## config.mk

```make
export PLATFORM = sky130hd
export DESIGN_NAME = serial_add_ctrl
export DESIGN_NICKNAME = d
export VERILOG_FILES = /design/src/rtl/serial_add_ctrl.sv
export SDC_FILE = /design/constraint.sdc
export NUM_CORES = 1
export LEC_CHECK = 0
export ABC_AREA = 1
export BUFFER_PORTS_ARGS = -buffer_cell sky130_fd_sc_hd__buf_2
export CAP_MARGIN = 20
export CORE_MARGIN = 2
export CORE_UTILIZATION = 35
export CTS_BUF_LIST = sky130_fd_sc_hd__clkbuf_16
export CTS_CLUSTER_SIZE = 14
export DETAILED_ROUTE_END_ITERATION = 16
export PLACE_DENSITY = 0.64
export SLEW_MARGIN = 20
export SYNTH_ARGS = -nofsm -noshare
export SYNTH_HDL_FRONTEND = slang
export SYNTH_SLANG_ARGS = --single-unit
```

## constraint.sdc

```tcl
create_clock -name clk -period 1.25 [get_ports clk]
set_input_delay 0.1875 -clock clk [delete_from_list [all_inputs] [get_ports clk]]
set_output_delay 0.1875 -clock clk [all_outputs]
set_load 0.01 [all_outputs]
```

## src/rtl/serial_add_ctrl.sv

```systemverilog
// Bit-serial adder/subtractor: one 1-bit add cell stepped LSB-first over WIDTH cycles.
// Define SERIAL_ADD_OVF_EN to add the signed-overflow output ovf.
module serial_add_ctrl #(
   parameter int WIDTH = 8
) (
   input  logic             clk,
   input  logic             rst,
   input  logic             start,
   input  logic             sub,
   input  logic [WIDTH-1:0] a,
   input  logic [WIDTH-1:0] b,
   output logic [WIDTH-1:0] sum,
   output logic             cout,
   output logic             busy,
   output logic             done
`ifdef SERIAL_ADD_OVF_EN
   ,
   output logic             ovf
`endif
);

   // state | meaning
   // IDLE  | waiting for start
   // RUN   | one bit pair per edge through the add cell, cnt = bit index
   // DONE  | result valid for one cycle; start here chains the next operation
   typedef enum logic [1:0] {
      ST_IDLE = 2'd0,
      ST_RUN  = 2'd1,
      ST_DONE = 2'd2
   } state_t;

   localparam int CW = $clog2(WIDTH);
   localparam logic [CW-1:0] LAST = CW'(WIDTH - 1);

   state_t           state_q;
   logic [WIDTH-1:0] op_a_q;
   logic [WIDTH-1:0] op_b_q;
   logic [WIDTH-1:0] sum_q;
   logic [CW-1:0]    cnt_q;
   logic             carry_q;
   logic             cout_q;
   logic             busy_q;
   logic             done_q;
   logic             bit_d;
   logic             carry_d;
`ifdef SERIAL_ADD_OVF_EN
   logic             carry_prev_q;
   logic             ovf_q;
`endif

   always_comb begin
      bit_d   = op_a_q[0] ^ op_b_q[0] ^ carry_q;
      carry_d = (op_a_q[0] & op_b_q[0]) | (op_a_q[0] & carry_q) | (op_b_q[0] & carry_q);
   end

   always_ff @(posedge clk) begin
      if (rst) begin
         state_q <= ST_IDLE;
         op_a_q  <= '0;
         op_b_q  <= '0;
         sum_q   <= '0;
         cnt_q   <= '0;
         carry_q <= 1'b0;
         cout_q  <= 1'b0;
         busy_q  <= 1'b0;
         done_q  <= 1'b0;
`ifdef SERIAL_ADD_OVF_EN
         carry_prev_q <= 1'b0;
         ovf_q        <= 1'b0;
`endif
      end else begin
         case (state_q)
            ST_IDLE, ST_DONE: begin
               done_q <= 1'b0;
               if (start) begin
                  // Subtraction as a + ~b + 1: the +1 rides in on the initial carry.
                  op_a_q  <= a;
                  op_b_q  <= sub ? ~b : b;
                  carry_q <= sub;
                  cnt_q   <= '0;
                  sum_q   <= '0;
                  busy_q  <= 1'b1;
                  state_q <= ST_RUN;
`ifdef SERIAL_ADD_OVF_EN
                  ovf_q   <= 1'b0;
`endif
               end else begin
                  busy_q  <= 1'b0;
                  state_q <= ST_IDLE;
               end
            end
            ST_RUN: begin
               sum_q   <= {bit_d, sum_q[WIDTH-1:1]};
               op_a_q  <= {1'b0, op_a_q[WIDTH-1:1]};
               op_b_q  <= {1'b0, op_b_q[WIDTH-1:1]};
               carry_q <= carry_d;
               if (cnt_q == LAST) begin
                  cout_q  <= carry_d;
                  busy_q  <= 1'b0;
                  done_q  <= 1'b1;
                  state_q <= ST_DONE;
`ifdef SERIAL_ADD_OVF_EN
                  // carry_q here is the carry into the MSB
                  carry_prev_q <= carry_q;
                  ovf_q        <= carry_q ^ carry_d;
`endif
               end else begin
                  cnt_q <= cnt_q + 1'b1;
               end
            end
            default: begin
               busy_q  <= 1'b0;
               done_q  <= 1'b0;
               state_q <= ST_IDLE;
            end
         endcase
      end
   end

   assign sum  = sum_q;
   assign cout = cout_q;
   assign busy = busy_q;
   assign done = done_q;
`ifdef SERIAL_ADD_OVF_EN
   assign ovf  = ovf_q;
`endif

endmodule

```

==> flow_summary.ini <==
[cts]
htreeDepth = 2
tritoncts = built
clk_pin_slew_ns = 0.05
postCtsSetupRepairBufs = 0
clock_path_buffers = 2
cts_hold_buffers = 0
clock_latency_ns = 0.28
cts_sinks = 33
root_buffer = clkbuf_16
cts_buffers = 5

[logic_synthesis]
syn_inst = 226
synth_mux_area_frac = 0
ys_ff_latch = 33
synthAdderAreaFrac = 0.03555
synth_warnings = 0
synthFlopType = dfxtp_1
syn_nets = 250
synthesis.area_um2 = 1619
syn_area_per_cell_um2 = 7.164
synth_top_family_by_area = simple AND/OR/NAND/NOR gates
synth_xor_area_frac = 0.005410
synth-seq-area-share = 0.4080
synth.distinct_cells = 25
synth-compound-area-share = 0.08887
synth-async-reset-ratio = 0
yosys.area_share.simple = 0.3462
synth_edf_count = 0

[worst_hold_path]
hp-class = in -> reg
hold_depth = 3
worstHoldStart = a[7]
hold_end = op_a_q[7]

[critical_path]
cp-end-kind = register
arrival_ns = 1.39
cp_top_family = adder cells
slowest_stage = fa_1
cpPeakStageDelay_ns = 0.37
crit_path_cell_trace = inv_1, fa_1, inv_2, nand2_1, nand2_1, inv_1, a21oi_2
worst-path-stages = 7
path_buf_inv = 3
cp.required_ns = 1.46
critPathLaunchType = register
r2r_start = carry_q
rr_worst_depth = 7
critPathMaxFanout = 2
crit_type = reg -> reg
r2r-end = carry_q
r2r_setup_slack_ns = 0.07

[detailed_routing]
drc = 0
vias = 1436
totalWireLength_um = 3377
ant_nets = 0
vias_per_cell = 4.516
first_iter_violations = 49
dr.pass1.iters = 4
top_layer = met4
met3_length_um = 162
met1_length_um = 1577
wl_per_cell_um = 10.62
wl_met2_um = 1560

[timing]
fin_crit_ns = 1.176
max_freq_mhz = 850.0
post-route-period-util = 0.9411
slew_headroom = 0.7988
hold_viol = 0
setup_viol = 0
clock_skew_ns = 0.002318
hold_slack_ns = 0.1739
drv_slew = 0
worstMarginPinSlew_ns = 0.3013

[grt]
grt.total_usage = 0.1478
grt_pass1_vias = 1345
grt_pass1_wl_um = 5871
antenna_found_initial = 0
grt-ovfl-total = 0
grt_max_degree = 19

[final_layout]
area_growth_syn_to_layout_pct = 23.57
fillers = 445
nets = 289
drive_gt1_frac = 0.2895
n_antenna_cell = 0
layout.area.seq_um2 = 663.1
multi_input_area_um2 = 782.0
fin_util = 0.4532

[power]
ir_drop_mv = 0.6694
powerDensity_nw_per_um2 = 1316
power.total_w = 0.002633
power.leakage_nw = 0.9964

[floorplanning]
fp.dieW_um = 72.02
coreArea_um2 = 4414
initial_core_util = 0.3668
die_h_um = 72.02
dieArea_um2 = 5186
fp-row-count = 24
io_pins = 31

[placed_design]
io_buffers = 30
dp_hpwl_um = 2452
gp_congestion = 0.7677

[status]
status = complete, no violations

[flow_run]
drv_cap = 0
[layout by cell type, fill, tap and decap left out]
| cell | Yosys | layout |
|---|---|---|
| a21boi_2 | 0 | 1 |
| nor2_1 | 7 | 7 |
| clkbuf_16 | 0 | 5 |
| dfxtp_1 | 33 | 31 |
| inv_1 | 31 | 33 |
| xor2_1 | 1 | 1 |
| ha_2 | 0 | 2 |
| ha_1 | 3 | 1 |
| dfxtp_2 | 0 | 2 |
| o21ai_1 | 2 | 3 |
| o22ai_1 | 1 | 1 |
| nand3_1 | 26 | 26 |
| a21oi_1 | 4 | 4 |
| fa_1 | 1 | 1 |
| nor2_2 | 1 | 1 |
| nand3_2 | 2 | 2 |
| nand2_4 | 2 | 2 |
| nand2_2 | 7 | 8 |
| nor2_4 | 2 | 2 |
| inv_2 | 2 | 3 |
| a21oi_2 | 8 | 8 |
| buf_2 | 2 | 30 |
| o21ai_0 | 6 | 5 |
| buf_4 | 3 | 10 |
| clkinv_2 | 1 | 1 |
| nand2_1 | 77 | 76 |
[cell families after synthesis]
logic type               after synthesis
adder cells (fa/ha/maj)                4
flip-flops                            33
AO/OA/AOI/OAI                         22
XOR/XNOR                               1
buffers and inverters                 42
AND/OR/NAND/NOR                      124
[cell usage after synthesis (all sizes together) (3+ instances only)]
master	n	area, um2
o21ai	8	40.04
buf	7	55.05
nor2	10	55.06
nand3	28	150.1
a21oi	12	90.09
nand2	86	355.3
dfxtp	33	660.6
ha	3	37.54
inv	33	123.9
[tightest hold or removal path: cells and delay by family]
family                 cells  cell delay (ns)
buffers and inverters      1             0.10
AND/OR/NAND/NOR            1             0.07
AO/OA/AOI/OAI              1             0.05
[worst max-delay path by stage]
| stage | start | end |
|---|---|---|
| 6_report | carry_q | carry_q |
| 3_5_place_dp | cnt_q[0] | cnt_q[0] |
| 3_3_place_gp | cnt_q[0] | cnt_q[0] |
| 4_1_cts | cnt_q[0] | cnt_q[0] |
| 5_1_grt | state_q[0] | sum[4] |
| 2_1_floorplan | cnt_q[0] | cnt_q[0] |
[what timing repair did]
item | CTS | global route
endpoints found under the setup margin | 1 | 5
gates resized for setup | 2 | 7
pin swaps | 1 | 1
[area by class of cell]
| type | instances | share of cell area |
|---|---|---|
| Sequential cell | 33 | 0.3315 |
| Clock inverter | 3 | 0.005629 |
| Timing Repair Buffer | 40 | 0.1126 |
| Inverter | 34 | 0.06442 |
| Clock buffer | 5 | 0.06254 |
| Tap cell | 52 | 0.03252 |
| Multi-Input combinational cell | 151 | 0.3909 |
[state kept, by name, summed over array words and instances (netlist names)]
signal and count:
state_q 2, cnt_q 3, busy 1, carry_q 1
sum 8, done 1, cout 1, op_b_q 8
op_a_q 8
[where the power goes]
part | switching [W] | internal, W
registers | 0.0000320 | 0.00111
clock network | 0.000417 | 0.000714
logic | 0.000216 | 0.000145
[routing by layer]
metal,vias up,GRT usage
met5,-,0
met2,28,0.2377
met3,5,0.04444
li1,766,-
met1,637,0.1792
met4,0,0.07547
[stage by stage]
step                setup TNS, ns  std cells  area, um2  setup slack, ns
floorplan                       0        226       1619           0.1051
global placement                0        310       1851          0.06259
detailed placement       -0.03080        310       1851         -0.03080
CTS                             0        318       1989         0.007880
global route           -0.0003857        318       2001       -0.0003857
finish                          0        318       2001          0.07358
(Power assumes the default switching activity.)
